<file path="src/rtl/bcd_sub_arb.sv">
// Two-port round-robin front end for a shared combinational 3-digit BCD subtractor.
// The result (magnitude, sign, owner, error) is held on a valid/ready port until it is consumed.

module bcd_digit_sub (
  input  logic [3:0] x,
  input  logic [3:0] y,
  input  logic       bin,
  output logic [3:0] d,
  output logic       bout
);
  logic [4:0] t;

  always_comb begin
    t    = {1'b0, x} - {1'b0, y} - {4'b0, bin};
    bout = t[4];
    d    = t[4] ? (t[3:0] + 4'd10) : t[3:0];
  end
endmodule

module bcd_sub #(
  parameter int NUM_DIG = 3
) (
  input  logic [NUM_DIG-1:0][3:0] a,
  input  logic [NUM_DIG-1:0][3:0] b,
  output logic [NUM_DIG-1:0][3:0] diff,
  output logic                    negative
);
  logic [NUM_DIG-1:0][3:0] d_ab, d_ba;
  logic [NUM_DIG:0]        bw_ab, bw_ba;

  assign bw_ab[0] = 1'b0;
  assign bw_ba[0] = 1'b0;

  // Both directions are computed; the borrow out of a-b picks the magnitude.
  for (genvar g = 0; g < NUM_DIG; g++) begin : g_dig
    bcd_digit_sub u_ab (.x(a[g]), .y(b[g]), .bin(bw_ab[g]), .d(d_ab[g]), .bout(bw_ab[g+1]));
    bcd_digit_sub u_ba (.x(b[g]), .y(a[g]), .bin(bw_ba[g]), .d(d_ba[g]), .bout(bw_ba[g+1]));
  end

  // b>=a flags negative, so equal operands come out negative with zero magnitude.
  assign negative = ~bw_ba[NUM_DIG];
  assign diff     = bw_ab[NUM_DIG] ? d_ba : d_ab;
endmodule

module bcd_sub_arb #(
  parameter int CNT_W = 16
) (
  input  logic             clk,
  input  logic             rst_n,
  input  logic             req0_valid,
  input  logic [11:0]      req0_a,
  input  logic [11:0]      req0_b,
  output logic             req0_ready,
  input  logic             req1_valid,
  input  logic [11:0]      req1_a,
  input  logic [11:0]      req1_b,
  output logic             req1_ready,
  output logic             res_valid,
  input  logic             res_ready,
  output logic [11:0]      res_diff,
  output logic             res_negative,
  output logic             res_id,
  output logic             res_error,
  output logic             busy,
  output logic [CNT_W-1:0] op_count
);
  typedef enum logic [1:0] {IDLE, CALC, HOLD} state_t;

  state_t      state, state_nxt;
  logic        last_grant, grant, grant_vld;
  logic [11:0] op_a, op_b;
  logic        op_id;
  logic [11:0] sub_diff;
  logic        sub_neg, op_err;

  bcd_sub #(.NUM_DIG(3)) u_sub (.a(op_a), .b(op_b), .diff(sub_diff), .negative(sub_neg));

  always_comb begin
    op_err = 1'b0;
    for (int i = 0; i < 3; i++)
      if (op_a[i*4 +: 4] > 4'd9 || op_b[i*4 +: 4] > 4'd9) op_err = 1'b1;
  end

  always_comb begin
    grant_vld = req0_valid | req1_valid;
    if (req0_valid && req1_valid) grant = ~last_grant;
    else                          grant = ~req0_valid;
  end

  assign req0_ready = (state == IDLE) && grant_vld && !grant;
  assign req1_ready = (state == IDLE) && grant_vld &&  grant;
  assign busy       = (state != IDLE);

  always_comb begin
    state_nxt = state;
    case (state)
      IDLE:    if (grant_vld) state_nxt = CALC;
      CALC:    state_nxt = HOLD;
      HOLD:    if (res_valid && res_ready) state_nxt = IDLE;
      default: state_nxt = IDLE;
    endcase
  end

  always_ff @(posedge clk or negedge rst_n) begin
    if (!rst_n) begin
      state        <= IDLE;
      last_grant   <= 1'b1;
      op_a         <= '0;
      op_b         <= '0;
      op_id        <= 1'b0;
      res_valid    <= 1'b0;
      res_diff     <= '0;
      res_negative <= 1'b0;
      res_id       <= 1'b0;
      res_error    <= 1'b0;
      op_count     <= '0;
    end else begin
      state <= state_nxt;
      case (state)
        IDLE: if (grant_vld) begin
          op_a       <= grant ? req1_a : req0_a;
          op_b       <= grant ? req1_b : req0_b;
          op_id      <= grant;
          last_grant <= grant;
        end
        CALC: begin
          res_valid    <= 1'b1;
          res_id       <= op_id;
          res_error    <= op_err;
          res_diff     <= op_err ? 12'h000 : sub_diff;
          res_negative <= !op_err && (op_a != op_b) && sub_neg;
        end
        HOLD: if (res_valid && res_ready) begin
          res_valid <= 1'b0;
          op_count  <= op_count + CNT_W'(1);
        end
        default: ;
      endcase
    end
  end
endmodule

</file>
<file path="config.mk">
export PLATFORM = sky130hd
export DESIGN_NAME = bcd_sub_arb
export DESIGN_NICKNAME = d
export VERILOG_FILES = /design/src/rtl/bcd_sub_arb.sv
export SDC_FILE = /design/constraint.sdc
export NUM_CORES = 1
export LEC_CHECK = 0
export ABC_AREA = 1
export BUFFER_PORTS_ARGS = -buffer_cell sky130_fd_sc_hd__buf_2
export CAP_MARGIN = 20
export CORE_ASPECT_RATIO = 1.2
export CORE_UTILIZATION = 35
export CTS_CLUSTER_DIAMETER = 200
export DETAILED_ROUTE_END_ITERATION = 6
export PLACE_DENSITY = 0.66
export SLEW_MARGIN = 20
export SYNTH_ARGS = -nofsm -noshare
export SYNTH_HDL_FRONTEND = slang
export SYNTH_SLANG_ARGS = --single-unit
</file>
<file path="constraint.sdc">
create_clock -name clk -period 5.4 [get_ports clk]
set_input_delay 0.54 -clock clk [delete_from_list [all_inputs] [get_ports clk]]
set_output_delay 0.54 -clock clk [all_outputs]
set_load 0.01 [all_outputs]
</file>
==> impl_metrics.py <==
metrics = {
    "final_layout": {
        "syn_to_final_growth_pct": 20.3,
        "diodes": 0,
        "instances_no_fill": 823,
        "multiInputGateArea_sq_um": 2440,
        "post-route-util_pct": 43.3,
        "seq_area_sq_um": 1500,
        "nets": 758,
        "nFillCells": 1256,
        "final_common_cell": "nand2_1",
        "drive_above_1_share_pct": 17.8,
        "final_cell_mix": "180 x nand2_1, 87 x inv_1, 87 x buf_2, 59 x dfrtp_1, 53 x nand3_1",
    },
    "route": {
        "vias": 3895,
        "detail-route-antenna-nets": 0,
        "wl_mm": 9.98,
        "drt-pass1-iter-count": 4,
        "drtIter0Drc": 170,
        "drc": 0,
        "wl_per_cell_microns": 12.1,
        "via_per_inst": 4.73,
    },
    "sta": {
        "report.final.slew_viol_count": 0,
        "finalClockSkew_ns": 0.00381,
        "setup_viol": 0,
        "period_needed_ns": 4.67,
        "period_share_pct": 86.4,
        "worst_pin_slew_ns": 0.754,
        "slew_headroom_pct": 49.7,
        "max_clock_freq_ghz": 0.214,
        "hold_viol_final": 0,
        "rsz0062_at_grt": "false",
        "timing.setup.tns_ns": 0,
    },
    "yosys": {
        "postSynth.asyncResetShare_pct": 100,
        "yosysWarnings": 0,
        "yosysUniqueCellTypes": 35,
        "synth_cells": 570,
        "syn_area_per_cell_sq_um": 7.65,
        "synthFlopType": "dfrtp_1",
        "netlist_area_sq_um": 4360,
        "ys_ff_latch": 60,
        "seq_area_frac_synth_pct": 34.5,
        "synth_edf_count": 0,
        "synth_nets": 671,
    },
    "placement": {
        "gp_congestion": 0.881,
        "io_buffers": 87,
        "place_hpwl_mm": 8.02,
        "dp.cells": 807,
    },
    "clock_network": {
        "clk_pin_slew_worst_paths_ns": 0.05,
        "cts_tree": "done",
        "clock_sink_count": 60,
        "cts_max_level": 3,
        "ctsResizeCount": 0,
        "post-cts-setup-buffers": 0,
        "holdBufCountCts": 0,
        "clock_latency_ns": 0.33,
        "cts-root-buf": "clkbuf_16",
        "clk_path_buf_depth": 2,
        "cts_made_buffers": 9,
    },
    "critical_path": {
        "crit_path_start_kind": "flip-flop",
        "critical_path.slowest_cell": "fa_1",
        "cp-end-kind": "flip-flop",
        "arrival_ns": 4.88,
        "path_cells": "inv_1 -> ha_1 -> inv_1 -> fa_1 -> nand3_1 -> nand2_1 -> fa_1 -> fa_1 -> inv_1 -> nand2_1 -> nand2_1 -> nand2_1 -> nand2_1 -> nand2_1 -> fa_1 -> fa_1 -> nand2_2 -> a21o_4 -> xor2_2 -> nand3_1 -> nand3_1 -> nand2_1",
        "slowest_delay_ns": 0.44,
        "crit_top_cell": "nand2_1",
        "rrSetupSlack_ns": 0.73,
        "worst_r2r_path_depth": 22,
        "required_ns": 5.62,
        "critical_path_class": "reg -> reg",
        "cp_max_fo": 13,
    },
    "floorplan": {
        "core_sq_um": 12100,
        "die-area_sq_um": 12900,
        "ios": 88,
        "die_w_microns": 104,
        "die_h_microns": 124,
        "start_util_pct": 36.0,
        "num_rows": 44,
    },
    "global_route": {
        "antenna_found_initial": 0,
        "gr-usage-all-layers_pct": 16.5,
        "grt.overflow.total": 0,
        "grt_pass1_vias": 3903,
        "grt_pass1_wl_mm": 17.5,
        "grt_max_degree": 61,
    },
    "flow_run": {
        "maxCapViolations": 0,
    },
    "min_path": {
        "hold_path.class": "in -> async",
    },
    "run_status": {
        "status": "finished, final reports clean",
    },
}
==> through the flow <==
stage          hold WS (ns)  setup slack (ns)  instance area (sq um)
3_3_place_gp          0.463             0.922                   4940
6_report              0.362             0.732                   5240
2_1_floorplan         0.244              1.28                   4360
4_1_cts               0.403             0.736                   5240
5_1_grt               0.415             0.341                   5240
3_5_place_dp          0.470             0.740                   4940
==> routing by layer <==
layer / GRT usage [%] / part of all wire, %
met5: 0 / 0
met4: 6.05 / 1.7
met2: 28.5 / 49
met1: 20.2 / 45
met3: 3.05 / 4.5
==> final timing paths <==
kind                        startpoint           end
min                              rst_n       op_b[3]
max reg2reg                    op_a[0]   res_diff[3]
min reg2reg                res_diff[4]   res_diff[4]
max                            op_a[0]   res_diff[3]
min in group clk             req1_b[7]       op_b[7]
max in group asynchronous        rst_n  res_negative
==> area by class of cell <==
cell class | instances | area share [%]
clock buffer | 12 | 4.89
tap | 161 | 3.84
timing repair buffer | 88 | 8.45
clock inverter | 4 | 0.907
multi-input combinational | 406 | 46.6
inverter | 92 | 6.61
sequential | 60 | 28.7
==> worst max-delay path, delay by kind of cell (launching register included) <==
family / cells / cell delay (ns)
compound gates: 1 / 0.16
flops: 1 / 0.39
simple gates: 11 / 1.13
fa+ha+maj: 6 / 2.22
xor+xnor: 1 / 0.44
buf+inv: 3 / 0.21
==> sequential cells by signal, indices dropped and copies added (netlist names) <==
register      cells
last_grant        1
res_negative      1
op_b             12
op_a             12
state             2
res_diff         12
res_valid         1
res_id            1
res_error         1
op_id             1
op_count         16
==> kinds of logic (layout without fill, tap and decap cells) <==
family          after synthesis  after routing  share of synthesized area, %
compound gates               52             52                          7.75
xor+xnor                     25             25                          5.63
fa+ha+maj                    48             48                          15.3
buf+inv                     104            196                          9.42
flops                        60             60                          34.5
simple gates                281            281                          27.4
==> cells in the mapped netlist (all sizes together) (3+ instances only) <==
| master | count | share of area [%] |
|---|---|---|
| a21oi | 5 | 0.57 |
| a22oi | 23 | 4.0 |
| buf | 6 | 0.95 |
| clkbuf | 6 | 0.52 |
| dfrtp | 59 | 34 |
| fa | 9 | 4.1 |
| ha | 39 | 11 |
| inv | 91 | 7.8 |
| nand2 | 182 | 16 |
| nand3 | 53 | 6.1 |
| nand3b | 3 | 0.52 |
| nand4 | 12 | 1.7 |
| nor2 | 24 | 2.3 |
| nor3 | 3 | 0.34 |
| o21ai | 18 | 2.1 |
| xnor2 | 12 | 2.8 |
| xor2 | 13 | 2.8 |
Power is not shown: default switching activity piles up to over one toggle a cycle in this logic, so the estimate is an artifact.
